<file path="config.mk">
export PLATFORM = sky130hd
export DESIGN_NAME = vx_dp_ram_asic
export DESIGN_NICKNAME = d
export VERILOG_FILES = /design/src/rtl/vx_dp_ram_asic.sv
export SDC_FILE = /design/constraint.sdc
export NUM_CORES = 2
export LEC_CHECK = 0
export BUFFER_PORTS_ARGS = -buffer_cell sky130_fd_sc_hd__buf_4
export CAP_MARGIN = 20
export CORE_MARGIN = 2
export CORE_UTILIZATION = 30
export CTS_BUF_LIST = sky130_fd_sc_hd__clkbuf_4 sky130_fd_sc_hd__clkbuf_8
export CTS_CLUSTER_DIAMETER = 50
export DETAILED_ROUTE_END_ITERATION = 6
export SKIP_LAST_GASP = 1
export SLEW_MARGIN = 20
export SYNTH_ARGS = -nofsm -noshare
export SYNTH_HDL_FRONTEND = slang
export SYNTH_SLANG_ARGS = --single-unit
</file>
<file path="constraint.sdc">
create_clock -name clk -period 5.3 [get_ports clk]
set_input_delay 1.06 -clock clk [delete_from_list [all_inputs] [get_ports clk]]
set_output_delay 1.06 -clock clk [all_outputs]
set_load 0.01 [all_outputs]
</file>
<file path="src/rtl/vx_dp_ram_asic.sv">
// Simple-dual-port (1R/1W) behavioural RAM for ASIC flows: byte-lane writes,
// 1..3 cycle read latency, selectable read-during-write and post-reset zeroing.
module vx_dp_ram_asic #(
    parameter int DATAW      = 32,
    parameter int SIZE       = 64,
    parameter int WRENW      = 4,
    parameter int ADDRW      = (SIZE > 1) ? $clog2(SIZE) : 1,
    parameter int RD_LATENCY = 1,
    parameter int RDW_MODE   = 0,
    parameter int INIT_ZERO  = 1
) (
    input  logic             clk,
    input  logic             reset,
    output logic             ready,
    input  logic             read,
    input  logic [ADDRW-1:0] raddr,
    input  logic             write,
    input  logic [WRENW-1:0] wren,
    input  logic [ADDRW-1:0] waddr,
    input  logic [DATAW-1:0] wdata,
    output logic             rvalid,
    output logic [DATAW-1:0] rdata,
    output logic [0:0]       o_dbg_state
);

    localparam int               WSELW     = DATAW / WRENW;
    localparam logic [31:0]      SIZE_U    = 32'(SIZE);
    localparam logic [ADDRW-1:0] LAST_ADDR = ADDRW'(SIZE - 1);

    generate
        if (DATAW % WRENW != 0) begin : g_bad_lanes
            $error("vx_dp_ram_asic: DATAW must be a multiple of WRENW");
        end
        if (RD_LATENCY < 1 || RD_LATENCY > 3) begin : g_bad_latency
            $error("vx_dp_ram_asic: RD_LATENCY must be 1..3");
        end
    endgenerate

    typedef enum logic [0:0] {
        S_INIT = 1'b0,
        S_RUN  = 1'b1
    } state_t;

    localparam state_t RESET_STATE = (INIT_ZERO != 0) ? S_INIT : S_RUN;

    state_t           r_state;
    state_t           w_state_nxt;
    logic [ADDRW-1:0] r_cnt;
    logic [ADDRW-1:0] w_cnt_nxt;

    always_ff @(posedge clk or posedge reset) begin
        if (reset) begin
            r_state <= RESET_STATE;
            r_cnt   <= '0;
        end else begin
            r_state <= w_state_nxt;
            r_cnt   <= w_cnt_nxt;
        end
    end

    always_comb begin
        w_state_nxt = r_state;
        w_cnt_nxt   = r_cnt;
        case (r_state)
            S_INIT: begin
                w_cnt_nxt = r_cnt + ADDRW'(1);
                if (r_cnt == LAST_ADDR) begin
                    w_state_nxt = S_RUN;
                    w_cnt_nxt   = '0;
                end
            end
            S_RUN:   w_state_nxt = S_RUN;
            default: w_state_nxt = RESET_STATE;
        endcase
    end

    assign o_dbg_state = r_state;

    // Handshake: read/write are taken on a rising edge only while ready is high;
    // every taken read yields exactly one rvalid pulse RD_LATENCY cycles later.
    assign ready = (r_state == S_RUN) && !reset;

    logic w_rd_fire;
    logic w_wr_fire;
    logic w_raddr_ok;
    logic w_waddr_ok;

    assign w_raddr_ok = (32'(raddr) < SIZE_U);
    assign w_waddr_ok = (32'(waddr) < SIZE_U);
    assign w_rd_fire  = read && ready;
    assign w_wr_fire  = write && ready && w_waddr_ok;

    logic [DATAW-1:0] r_mem [SIZE];

    always_ff @(posedge clk) begin
        if (r_state == S_INIT) begin
            r_mem[r_cnt] <= '0;
        end else if (w_wr_fire) begin
            for (int i = 0; i < WRENW; i++) begin
                if (wren[i]) begin
                    r_mem[waddr][i*WSELW +: WSELW] <= wdata[i*WSELW +: WSELW];
                end
            end
        end
    end

    // The array read sees pre-edge contents, so old-data behaviour needs no logic.
    logic [DATAW-1:0] w_rd_word;

    always_comb begin
        w_rd_word = '0;
        if (w_raddr_ok) begin
            w_rd_word = r_mem[raddr];
            if (RDW_MODE == 1 && w_wr_fire && waddr == raddr) begin
                for (int i = 0; i < WRENW; i++) begin
                    if (wren[i]) begin
                        w_rd_word[i*WSELW +: WSELW] = wdata[i*WSELW +: WSELW];
                    end
                end
            end
        end
    end

    logic [RD_LATENCY-1:0] r_pipe_vld;
    logic [DATAW-1:0]      r_pipe_dat [RD_LATENCY];

    // Data stages only load behind a valid, so the last stage holds between pulses.
    always_ff @(posedge clk or posedge reset) begin
        if (reset) begin
            r_pipe_vld <= '0;
            for (int k = 0; k < RD_LATENCY; k++) begin
                r_pipe_dat[k] <= '0;
            end
        end else begin
            r_pipe_vld[0] <= w_rd_fire;
            if (w_rd_fire) begin
                r_pipe_dat[0] <= w_rd_word;
            end
            for (int k = 1; k < RD_LATENCY; k++) begin
                r_pipe_vld[k] <= r_pipe_vld[k-1];
                if (r_pipe_vld[k-1]) begin
                    r_pipe_dat[k] <= r_pipe_dat[k-1];
                end
            end
        end
    end

    assign rvalid = r_pipe_vld[RD_LATENCY-1];
    assign rdata  = r_pipe_dat[RD_LATENCY-1];

endmodule

</file>
Yosys cells after proc, flatten, opt, wreduce, memory -nomap -nowiden

Memory sizes are Yosys's and may differ from the RTL's. A register that Yosys moved wholly into a read port is not among the register bits.
Index checks and enable logic that the tools add are counted.

Memories: 1
Input bits: 52
Register bits: 8
Output and inout bits: 35
Word-level logic and storage cells: 35
RAM bits: 2048

Eq/ne operators: 1
$add $sub $neg: 1
Muxes and demuxes: 23
Bitwise operators: 1
Reductions and logical operators: 5

Memories:

| memory | depth | bits a word | rd ports | clocked after Yosys merged registers in | write ports | RTL line | source |
|---|---|---|---|---|---|---|---|
| r_mem  | 64    | 32          | 1        | 1                                       | 1           | 93       | `logic [DATAW-1:0] r_mem [SIZE];` |

Operators by type and width:

| operator                                     | number |
|---|---|
| 2-to-1 mux 32 bit                            | 1 |
| OR reduction 32 bit                          | 1 |
| 2-to-1 mux 1 bit                             | 18 |
| 2-to-1 mux 6 bit                             | 2 |
| adder 6 x 1 -> 6 bit (second input constant) | 1 |
| == test 6 bit (second input constant)        | 1 |
| 2-to-1 mux 4 bit                             | 1 |
| logical AND 1 bit                            | 3 |
| one-hot mux 1 bit (2 select lines)           | 1 |
| zero test 1 bit                              | 1 |
| NOT 1 bit                                    | 1 |

Logic depth before layout (Yosys ltp)

Depth after elaboration: 8
Mapped depth: 10
Mapped depth without buffers: 6

Worst setup path after synthesis

Ideal clock, no wire load.

Path type: input-to-reg
Start point: input reset
End point: memory r_mem[0][10], data pin
Arrival time: 3.106 ns
Data required time: 4.933 ns
Path slack: 1.827 ns
Stages: 6
Path buffers: 3
Setup time: 0.367 ns
Cells stage by stage: nor2b_1 and3_1 clkbuf_1 clkbuf_1 clkbuf_1 and2_1

Cells in the longest elaborated chain, start to end: 8
Elaborated cells on any way between the ends: 17
Those cells by class: 13 x mux; 4 x reduce/logical

Ends and longest elaborated chain:

| element                                  | RTL line | source |
|---|---|---|
| start, declared                          | 13       | `input logic reset,` |
| zero test 1 bit (no source line) (*)     | -        |  |
| logical AND 1 bit (*)                    | 81       | `assign ready = (r_state == S_RUN) && !reset;` |
| logical AND 1 bit (*)                    | 91       | `assign w_wr_fire = write && ready && w_waddr_ok;` |
| 2-to-1 mux 1 bit                         | 98       | `end else if (w_wr_fire) begin` |
| 2-to-1 mux 1 bit                         | 96       | `if (r_state == S_INIT) begin` |
| 2-to-1 mux 1 bit (not written as such)   | 101      | `r_mem[waddr][i*WSELW +: WSELW] <= wdata[i*WSELW +: WSELW];` |
| OR reduction 32 bit (no source line) (*) | -        |  |
| 2-to-1 mux 32 bit (no source line) (*)   | -        |  |
| end, declared                            | 93       |  |

Mark *: on every way between the ends. The rest lies on a longest branch, timed or not.

Final worst setup path

Start point: register r_state, in the netlist o_dbg_state
End point: memory r_mem[35][1], enable pin

Cells in the longest elaborated chain, start to end: 7
Elaborated cells on any way between the ends: 18
Those cells by class: 15 x mux; 3 x reduce/logical

Ends and longest elaborated chain:

| element                                                               | RTL line | source |
|---|---|---|
| start, declared                                                       | 46       | `state_t r_state;` |
| start signal, assigned                                                | 56       | `r_state <= w_state_nxt;` |
| logical AND 1 bit                                                     | 81       |  |
| logical AND 1 bit                                                     | 91       |  |
| 2-to-1 mux 1 bit                                                      | 98       |  |
| 2-to-1 mux 1 bit                                                      | 96       |  |
| 2-to-1 mux 1 bit (not written as such)                                | 101      |  |
| OR reduction 32 bit (no source line)                                  | -        |  |
| 2-to-1 mux 6 bit (no source line) or 2-to-1 mux 4 bit (tied branches) | -        |  |

Parallel ways exist; a longest one is shown, timed or not.

==> parameters.txt <==
Parameter                              Value

Detailed routing
  Routed wire per std cell    around 25 um
  Highest metal layer with signal wires    met5
  Via density    between 4 and 5
  Number of iterations in the first detailed-routing pass    5
  DR WL met2    101 mm
  DR WL met3    around 12 mm
  Number of nets with antenna violations after routing    0
  Total wirelength of the detailed-routed design    slightly above 200 mm
  First-iteration detailed-routing DRC count    a little over 4k
  DRC violation count after routing    0
  Routed length on met1    ~86 mm
  Number of vias after detailed routing    41.2k

Global route
  Global router's overall resource usage    roughly 14%
  Number of global-route vias before repair    between 40k and 50k
  Global-route wire length before repair    295 mm
  Total congestion overflow after global routing    0
  Antenna violations before repair    11
  Pin count of the biggest net entering global routing    101

Pwr
  Static power due to leakage    0.0254 uW
  Maximum ir drop on the vdd rail    around 0.27 mV
  Power per unit of standard cell area    342 nW/um^2

Logic synthesis
  Number of flops mapped to enable cells by yosys    2048
  Post-synthesis instance area    roughly 81000 sq um
  Post-Synthesis Mean Instance Area    19.8 sq um
  Count of warnings emitted by yosys    0
  Synth cell types    46
  Proportion of synthesized flip-flops having asynchronous set or reset    roughly 1.9%
  Fraction of the yosys area taken by sequential cells    76.9%
  Post-synthesis cell count    4101
  Leading cell types by total area after synthesis    edfxtp_1 76%, mux4_2 8.9%, mux2i_1 5.1%
  Main synth FF type    edfxtp_1
  Mapped Nets    4154
  Register bit total from synthesis    roughly 2.1k
  Biggest area consumer among synthesized cells    edfxtp_1
  Area share of the largest cell type after synthesis    roughly three quarters

Cells and area
  Area growth from synthesis to layout    15.3%
  Most common cell after layout, fill and taps aside    edfxtp_1
  Total of fill cells in the finished design    between 20k and 30k
  Layout Utilization    between 30% and 40%
  Net count reported at finish    around 4.5k
  Proportion of layout cells with a drive suffix above 1    between 20% and 30%
  Most used cells in the layout excluding fill and tap cells    2048 x edfxtp_1, 417 x mux2i_1, 357 x clkbuf_8

Critical path
  Slack of the worst reg-to-reg path    approximately 1.2 ns
  Startpoint type of the worst setup path    register
  Startpoint of the lowest-slack register-to-register path    o_dbg_state$_DFF_PP0_
  Required time at the endpoint of the critical path    approximately 5.9 ns
  Crit-path max FO    9
  Worst R2R Path Depth    5
  Critical Path Sink Type    register
  Reg-to-reg endpoint    r_mem[35][1]$_DFFE_PP_
  WP data arrival    ~4.8 ns
  Crit Path Category    reg2reg

Die
  Chip height    between 500 and 600 um
  Initial cell density of the core    a little under a third
  Die area    ~280000 sq um
  Core footprint    between 200000 and 300000 sq um
  Chip Width    525 um
  Std cell rows    about 190
  Number of ports placed on the die boundary    87

CTS
  Post_cts resized    0
  Setup bufs post-CTS    0
  Clock sink total    2088
  Number of hold buffers added after CTS    0
  CTS tree    done
  Buffer type at the clock tree root    clkbuf_8
  Inserted Clock Buffers    332
  Clock transition at the registers of the reported paths    roughly 0.07 ns
  Clock network latency to the later pin of the worst-skew pair    roughly 1.0 ns
  # H-tree levels    5
  Clock Path Buffers    4

Timing
  Worst slew margin    between 20% and 30%
  Final-report max-slew violation count    0
  Post-route fraction of the period consumed by the critical path    a little under 80%
  Final worst-path setup slack    1.17 ns
  Post-Route Setup TNS    0 ns
  Worst Tran Pin Value    ~1.1 ns
  Final setup vio count    0
  Clk_skew    around 0.044 ns
  Unrepaired setup endpoints after global routing    no
  Minimum clock period after layout    between 4 and 5 ns
  Highest Clock Rate    between 200 and 250 MHz
  Final-report hold violation count    0

Place
  DPL Wire Length    127 mm
  Routability cong.    between 0.8 and 0.9
  Placement Setup Slack    a little under 0.4 ns
  Count of input and output buffers    86

Worst hold path
  Kind of path behind the tightest hold check    in2async

Status
  Run status    complete, no violations

Job
  Max-capacitance violation count    0
## where the power goes
| group | leakage [uW] | internal (uW) | switching, uW | total, uW |
|---|---|---|---|---|
| Clock | 0.00340 | 7330 | 6110 | 13400 |
| Sequential | 0.0148 | 17800 | 0 | 17800 |
| Combinational | 0.00720 | 274 | 482 | 756 |
## how the worst max path moves through the flow
stage | from | end | slack (ns)
final | o_dbg_state$_DFF_PP0_ | r_mem[35][1]$_DFFE_PP_ | 1.17
after global routing | o_dbg_state$_DFF_PP0_ | r_mem[27][21]$_DFFE_PP_ | 1.10
after CTS | o_dbg_state$_DFF_PP0_ | r_mem[35][1]$_DFFE_PP_ | 1.18
after detailed placement | reset | r_mem[35][1]$_DFFE_PP_ | 0.39
after global placement | reset | r_mem[35][1]$_DFFE_PP_ | 0.34
after floorplan | reset | r_mem[0][10]$_DFFE_PP_ | 1.83
## layer usage
layer  up-vias  global-route usage, %
li1      17700                      -
met5         -                      0
met2      1509                   24.1
met1     21700                   19.2
met4         2                   4.61
met3       319                   2.50
## layout make-up
cell class	instances	area, sq um	area share (%)
inverter	3	11.3	0.0120
timing repair buffer	300	2590	2.76
sequential	2088	62500	66.7
clock inverter	108	718	0.766
antenna	3	7.51	0.00801
tap	3570	4470	4.77
clock buffer	458	5670	6.05
multi-input combinational	1756	17800	19.0
## flip-flops by register name (all words and copies together), names as in the netlist
register / cells
rvalid: 1
rdata: 32
r_mem: 2048
o_dbg_state: 1
r_cnt: 6
## cell families after synthesis
family,after synthesis,share of synthesized area (%)
compound gates,464,4.30
flops,2088,76.9
simple gates,519,2.91
fa+ha+maj,1,0.0154
buf+inv,257,1.44
xor+xnor,2,0.0215
mux,770,14.5
## synth_stat cells (5+ instances only)
library cell	n
buf_2	73
a22oi_1	160
nor2b_1	69
o22ai_1	32
buf_4	6
edfxtp_1	2048
nand2_1	62
a2111oi_0	32
a221o_1	32
nand3_1	41
and2_1	33
dfrtp_1	40
a211oi_1	64
nor3_1	32
mux4_2	320
nand3b_1	5
o211ai_1	32
mux2_1	32
mux2i_1	417
a31oi_1	32
nor2_1	262
buf_1	31
o21ai_0	34
clkbuf_1	132
buf_6	12
a22o_1	32
## critical path, stage by stage, from the launching register on
cell and delay, ns:
dfrtp_1 0.34, nor2b_1 0.26, nand3_1 0.49, o31ai_1 1.08
nand2_1 0.76, nor2_1 0.79
## metrics by stage
| stage | cell area, sq um | hold WS (ns) | std cells | total power (uW) |
|---|---|---|---|---|
| 2_1_floorplan | 81300 | 0.518 | 4101 | 18700 |
| 3_3_place_gp | 87300 | 0.501 | 7716 | 19000 |
| 3_5_place_dp | 87300 | 0.512 | 7717 | 19000 |
| 4_1_cts | 93700 | 0.187 | 8283 | 32300 |
| 5_1_grt | 93700 | 0.237 | 8286 | 33000 |
| 6_report | 93700 | 0.261 | 8286 | 32000 |
Note: power is estimated with default switching activity, not from simulation.
